File: src/rtl/button_cmd_pkg.sv
// Shared encodings for the button front end and the LED player FSM,
// plus the play/stop arbitration rule.
package button_cmd_pkg;

  localparam logic [1:0] DB_IDLE   = 2'b00;
  localparam logic [1:0] DB_ARM    = 2'b01;
  localparam logic [1:0] DB_HELD   = 2'b10;
  localparam logic [1:0] DB_DISARM = 2'b11;

  typedef enum logic [1:0] {
    ST_IDLE   = DB_IDLE,
    ST_ARM    = DB_ARM,
    ST_HELD   = DB_HELD,
    ST_DISARM = DB_DISARM
  } db_state_t;

  localparam logic [1:0] PLAYER_STOPPED = 2'b00;
  localparam logic [1:0] PLAYER_PLAYING = 2'b01;
  localparam logic [1:0] PLAYER_PAUSED  = 2'b10;

  // Stop always wins; a play press is dropped while stop is pressed or held.
  function automatic logic play_grant(input logic play_evt,
                                      input logic stop_evt,
                                      input logic stop_held);
    return play_evt & ~stop_evt & ~stop_held;
  endfunction

endpackage

File: src/rtl/debounce_fsm.sv
// Per-key 2-flop synchronizer and debounce FSM; emits a registered
// one-cycle press event and the debounced pressed level.
module debounce_fsm
  import button_cmd_pkg::*;
#(
  parameter int DEBOUNCE_CYCLES = 500000,
  parameter int CNT_W           = 20
) (
  input  logic clk,
  input  logic rst,
  input  logic key_n,
  output logic press_evt,
  output logic held
);

  localparam logic [CNT_W-1:0] LAST = CNT_W'(DEBOUNCE_CYCLES - 1);

  logic             sync_p0;
  logic             sync_p1;
  db_state_t        state;
  db_state_t        state_n;
  logic [CNT_W-1:0] cnt;
  logic [CNT_W-1:0] cnt_n;
  logic [CNT_W-1:0] cnt_inc;
  logic             evt_n;

  // Synchronizer stage: idles released so reset never looks like a press
  always_ff @(posedge clk) begin
    if (rst) begin
      sync_p0 <= 1'b1;
      sync_p1 <= 1'b1;
    end else begin
      sync_p0 <= key_n;
      sync_p1 <= sync_p0;
    end
  end

  always_ff @(posedge clk) begin
    if (rst) begin
      state     <= ST_HELD;
      cnt       <= '0;
      press_evt <= 1'b0;
    end else begin
      state     <= state_n;
      cnt       <= cnt_n;
      press_evt <= evt_n;
    end
  end

  assign cnt_inc = cnt + 1'b1;

  // The entry cycle counts as the first stable sample, so the decision
  // is made when the incremented count reaches the last index.
  always_comb begin
    state_n = state;
    cnt_n   = cnt;
    evt_n   = 1'b0;
    case (state)
      ST_IDLE: begin
        if (!sync_p1) begin
          state_n = ST_ARM;
          cnt_n   = '0;
        end
      end
      ST_ARM: begin
        if (sync_p1) begin
          state_n = ST_IDLE;
          cnt_n   = '0;
        end else if (cnt_inc == LAST) begin
          state_n = ST_HELD;
          cnt_n   = '0;
          evt_n   = 1'b1;
        end else begin
          cnt_n = cnt_inc;
        end
      end
      ST_HELD: begin
        if (sync_p1) begin
          state_n = ST_DISARM;
          cnt_n   = '0;
        end
      end
      ST_DISARM: begin
        if (!sync_p1) begin
          state_n = ST_HELD;
          cnt_n   = '0;
        end else if (cnt_inc == LAST) begin
          state_n = ST_IDLE;
          cnt_n   = '0;
        end else begin
          cnt_n = cnt_inc;
        end
      end
      default: begin
        state_n = ST_HELD;
        cnt_n   = '0;
      end
    endcase
  end

  assign held = (state == ST_HELD) || (state == ST_DISARM);

endmodule

File: src/rtl/button_cmd.sv
// Play/stop command generator: two debounced keys feeding registered
// arbitration that produces single-cycle play/stop pulses.
module button_cmd
  import button_cmd_pkg::*;
#(
  parameter int DEBOUNCE_CYCLES = 500000,
  parameter int CNT_W           = 20
) (
  input  logic       clk,
  input  logic       rst,
  input  logic       key_play_n,
  input  logic       key_stop_n,
  output logic       play,
  output logic       stop,
  output logic [1:0] held
);

  logic play_evt;
  logic stop_evt;
  logic play_held;
  logic stop_held;

  debounce_fsm #(
    .DEBOUNCE_CYCLES(DEBOUNCE_CYCLES),
    .CNT_W          (CNT_W)
  ) u_play (
    .clk      (clk),
    .rst      (rst),
    .key_n    (key_play_n),
    .press_evt(play_evt),
    .held     (play_held)
  );

  debounce_fsm #(
    .DEBOUNCE_CYCLES(DEBOUNCE_CYCLES),
    .CNT_W          (CNT_W)
  ) u_stop (
    .clk      (clk),
    .rst      (rst),
    .key_n    (key_stop_n),
    .press_evt(stop_evt),
    .held     (stop_held)
  );

  // Arbitration stage: a suppressed play event is simply lost
  always_ff @(posedge clk) begin
    if (rst) begin
      play <= 1'b0;
      stop <= 1'b0;
    end else begin
      stop <= stop_evt;
      play <= play_grant(play_evt, stop_evt, stop_held);
    end
  end

  assign held = {stop_held, play_held};

endmodule

File: config.mk
export PLATFORM = sky130hd
export DESIGN_NAME = button_cmd
export DESIGN_NICKNAME = d
export VERILOG_FILES = /design/src/rtl/button_cmd_pkg.sv /design/src/rtl/debounce_fsm.sv /design/src/rtl/button_cmd.sv
export SDC_FILE = /design/constraint.sdc
export NUM_CORES = 1
export LEC_CHECK = 0
export ABC_CLOCK_PERIOD_IN_PS = 2800
export BUFFER_PORTS_ARGS = -buffer_cell sky130_fd_sc_hd__buf_2
export CAP_MARGIN = 0
export CELL_PAD_IN_SITES_DETAIL_PLACEMENT = 1
export CELL_PAD_IN_SITES_GLOBAL_PLACEMENT = 2
export CORE_MARGIN = 2
export CORE_UTILIZATION = 37
export CTS_CLUSTER_DIAMETER = 30
export DETAILED_ROUTE_END_ITERATION = 6
export GPL_ROUTABILITY_DRIVEN = 1
export PLACE_DENSITY = 0.8
export SETUP_SLACK_MARGIN = 0.3
export SLEW_MARGIN = 40
export SYNTH_ARGS = -nofsm -noshare
export SYNTH_HDL_FRONTEND = slang
export SYNTH_SLANG_ARGS = --single-unit
File: constraint.sdc
create_clock -name clk -period 2.8 [get_ports clk]
set_input_delay 0 -clock clk [delete_from_list [all_inputs] [get_ports clk]]
set_output_delay 0 -clock clk [all_outputs]
set_load 0.005 [all_outputs]
# Yosys cells after proc, flatten, opt, wreduce, memory -nomap -nowiden
# Index checks and enable logic that the tools add are counted.
# word_totals
ff_bits	52
latch_bits	0
mem_bits_rw	0
romBits	0
input_bits	4
output_inout_bits	4
elab_cells	74
mem_count	0
# classes
n_addsub	2
n_mul	0
n_div	0
magnitude_cmp	0
n_eq_ne	16
shifts	0
muxes	28
bitwise_logic	6
n_reduce_logical	10
# ops
operator	n
two-way mux 20 bit	10
one-hot mux 20 bit (4 select lines)	2
adder 20 x 1 -> 20 bit (second input constant)	2
== test 20 x 19 -> 1 bit (second input constant)	2
two-way mux 2 bit	12
one-hot mux 2 bit (4 select lines)	2
== test 2 bit (second input constant)	4
AND reduction 4 bit	2
!= test 3 x 1 -> 1 bit (second input constant)	2
!= test 3 bit (second input constant)	2
OR reduction 3 bit	2
== test 2 x 1 -> 1 bit (second input constant)	2
logical NOT 2 bit	2
!= test 2 x 1 -> 1 bit (second input constant)	2
!= test 2 bit (second input constant)	2
inverter 1 bit	4
AND reduction 2 bit	2
AND 1 bit	2
logical OR 1 bit	2
two-way mux 1 bit	2

# Depth between registers and ports, before layout
# depth
word_depth	5
depth_mapped	10
mapped_depth_nobuf	9

# Modules after synthesis
# Synthesis repeated with hierarchy kept, for this count alone.
# hier_totals
cells_unflattened	398
hier_area_um2	3379.5
# by_module_without_submodules
mod	instances	cells_each	area_each_um2	seq_area_each_um2
debounce_fsm	2	196	1651.6	500.5
button_cmd	1	6	76.3	40.0

# Least setup slack after synthesis
# No wires, ideal clock.
# synth_path
path_type	register to register
startpoint	register u_play.cnt[4]
endpoint	register u_play.cnt[3]
setup_time_ns	0.117
t_arrival_ns	2.382
t_required_ns	2.683
slack_ns	0.301
path_stages_with_launch	10
n_path_buf	1
synth_period_minus_slack_ns	2.499
path_cell_list	dfxtp_1 > nand3_4 > or3_1 > buf_2 > or4_4 > o2bb2ai_2 > nor3_4 > nor2_2 > a21o_1 > a22o_1
# synth_between
elab_chain_len	5
elab_cells_between_ends	6
cone_classes	add/sub: 1; eq/ne: 1; mux: 4
# synth_lines
item	line	text
from (decl)	debounce_fsm.sv:22	logic [CNT_W-1:0] cnt;
from (signal assigned)	debounce_fsm.sv:45	cnt <= cnt_n;
adder 20 x 1 -> 20 bit *	debounce_fsm.sv:50	assign cnt_inc = cnt + 1'b1;
== test 20 x 19 -> 1 bit *	debounce_fsm.sv:69, debounce_fsm.sv:87	
two-way mux 20 bit *	debounce_fsm.sv:69, debounce_fsm.sv:87	
two-way mux 20 bit (on tied branches)	debounce_fsm.sv:84, debounce_fsm.sv:66	
one-hot mux 20 bit (4 select lines) *	debounce_fsm.sv:58	case (state)
# Mark *: on every way between the ends. The rest lies on a longest branch, timed or not.
# A chain may end at the register's enable or synchronous reset.

# Final worst setup path
# layout_path
startpoint	register u_play.cnt[6]
endpoint	register u_play.cnt[3]
# Same word-level chain as after synthesis.

==> out/results.ini <==
[min_path]
hold_path_class=input port to flip-flop

[sta]
relSlewSlack=0.566
rsz0062_at_grt=true
period_share=0.891
slew_violations=0
tightestPinTransition_ns=0.642
fin_skew_ns=0.0103
final.setup.tns_ns=0
finalCriticalPeriod_ns=2.50
hold_viol_final=0
fmax_mhz=401
final-setup-viol-count=0

[clock_network]
clk_latency_ns=0.31
h-tree-depth=2
root_buffer=clkbuf_8
clockBufferDepth=2
path_clk_slew_ns=0.10
cts_tree=built
numCtsBuffers=5
cts_sinks=52

[critical_path]
critPathMaxFanout=6
worstPathRequired_ns=3.00
start_kind=flip-flop
ff2ff_setup_slack_ns=0.30
critical_path_class=flip-flop to flip-flop
cp-startpoint=u_play.cnt[6]$_SDFFE_PP0P_
rr_endpoint=u_play.cnt[3]$_SDFFE_PP0P_
cp.arrival_ns=2.70
worstSetupEndpoint=u_play.cnt[3]$_SDFFE_PP0P_
rr_startpoint=u_play.cnt[6]$_SDFFE_PP0P_
reg2regPathDepth=9
cp-end-kind=flip-flop

[die]
coreArea_sq_um=8130
initial_utilization=0.378
die_w_microns=95.2
die_h_microns=95.2
ios=8
die-area_sq_um=9060
core.rowCount=33

[finish]
layout.cells.non_filler=527
drive_gt1_frac=0.223
syn_to_final_growth_pct=19.2
fin_area_sq_um=3660
num-nets-final=431
antenna-diode-count=0
top_regs=u_play.cnt x20, u_stop.cnt x20

[synth]
ys_seq_area_frac=0.338
synth_common_cells=52 x dfxtp_1, 49 x nand2_1, 29 x nand3_1, 28 x o21ai_0, 26 x nor2_1
synthDistinctLibCells=54
synthArstFlopShare=0
synth_warnings=0
synth_area_sq_um=3080
synth_seq_cells=52
synth_edf_count=0
syn_inst=403
yosysTopAreaCellShare=0.338
synth.most_common_cell=dfxtp_1
synth_area_leaders=dfxtp_1 34%, nand2_1 6.0%, nand3_1 4.7%, o21ai_0 4.6%, a21oi_1 3.6%
syn-num-nets=413
syn_area_per_cell_sq_um=7.63
yosysTopAreaCell=dfxtp_1
synth_flop_cell=dfxtp_1

[grt]
grt_max_degree=27
grt_pass1_wl_mm=13.8
grtUsageTotal=0.197
antenna_found_initial=0
grt_pass1_vias=2879
overflow=0

[detailed_routing]
ant_nets=0
drt_first_pass_iters=5
drc=0
wirelength_mm=8.53
drtIter0Drc=89
avgViaCountPerCell=5.57
num_vias=2937
avgRoutedWirePerCell_microns=16.2

[place]
dp_hpwl_mm=6.07
gp_congestion=0.876
postPlaceCellArea_sq_um=3320
dp_cells=511
io_buffer_count=7

[run]
max_cap_violations=0

[power_and_ir_drop]
fin_total_pwr_w=0.00154
p_leak_nw=1.37
irDropWorstVdd_v=0.000182
power.density_nw_per_um2=421

[run_status]
run_status=finished clean

[layout make-up]
| type | instances | area, sq um |
|---|---|---|
| Fill cell | 982 | 4470 |
| Multi-Input combinational cell | 316 | 1980 |
| Sequential cell | 52 | 1070 |
| Timing Repair Buffer | 38 | 289 |
| Tap cell | 105 | 131 |
| Clock inverter | 3 | 90.1 |
| Clock buffer | 5 | 68.8 |
| Inverter | 8 | 30.0 |
[routing by layer]
layer  part of all wire  up-vias  wire length [microns]  GRT usage
met3              0.015       13                    125     0.0277
li1                   -     1470                      -          -
met5                  0        -                      0          0
met1               0.46     1432                   3910      0.238
met2               0.51       22                   4360      0.358
met4              0.016        0                    137     0.0604
[per-stage QoR]
step | util | hold WS (ns) | setup slack (ns)
floorplan | - | 0.104 | 0.301
global placement | 0.408 | 0.184 | 0.159
detailed placement | 0.408 | 0.188 | 0.110
CTS | 0.435 | 0.104 | 0.294
global route | 0.451 | 0.135 | 0.231
finish | 0.451 | 0.103 | 0.304
[critical path, stage by stage, from the launching register on]
cell and delay, ns:
dfxtp_4 0.40, nand3_4 0.08, or3_4 0.42, or4_4 0.55
o2bb2ai_4 0.17, nor3_4 0.22, nor2_2 0.08, buf_6 0.14
a21o_1 0.17, a22o_1 0.17
[what timing repair did]
action / CTS / global route
endpoints found under the setup margin: 15 / 30
hold buffers: 2 / 0
setup buffers: 2 / 4
endpoints found under the hold margin: 2 / 0
gates resized for setup: 14 / 24
pin swaps: 2 / 4
[power by group]
group / total, W / internal (W) / leakage [nW] / switching [W]
logic: 0.0000756 / 0.0000300 / 0.859 / 0.0000456
registers: 0.000755 / 0.000745 / 0.431 / 0.00000964
clock network: 0.000711 / 0.000447 / 0.0784 / 0.000264
total: 0.00154 / 0.00122 / 1.37 / 0.000319
[cell usage in the layout (no fill, tap or decap), types with 5 or more instances in the layout]
master	count
a21o_1	8
a21oi_1	22
a31oi_1	7
and3_1	9
and3b_1	5
buf_2	7
buf_4	27
clkbuf_8	5
dfxtp_1	33
dfxtp_2	16
inv_1	8
nand2_1	49
nand2b_1	8
nand3_1	28
nand4_1	10
nor2_1	26
nor2b_1	6
nor3_1	14
o21ai_0	28
or2_2	12
or3_1	6
xnor2_1	11
xor2_1	7
[cells by family after synthesis]
logic type / synth area share
AOI/OAI and AO/OA: 0.181
xor gates and xnor gates: 0.0513
adders and majority gates: 0.0244
buffers and inverters: 0.0468
DFF: 0.338
muxes: 0.00651
and+or+nand+nor: 0.352
[worst min path at each step]
| stage | startpoint | to | slack, ns | cells after the start |
|---|---|---|---|---|
| CTS | rst | stop$_SDFF_PP0_ | 0.10 | 2 |
| floorplan | key_play_n | u_play.sync_p0$_SDFF_PP1_ | 0.10 | 1 |
| global route | rst | stop$_SDFF_PP0_ | 0.14 | 2 |
| global placement | key_play_n | u_play.sync_p0$_SDFF_PP1_ | 0.18 | 2 |
| finish | rst | stop$_SDFF_PP0_ | 0.10 | 2 |
| detailed placement | key_play_n | u_play.sync_p0$_SDFF_PP1_ | 0.19 | 2 |
No activity file was read; power rests on OpenSTA's default activity.
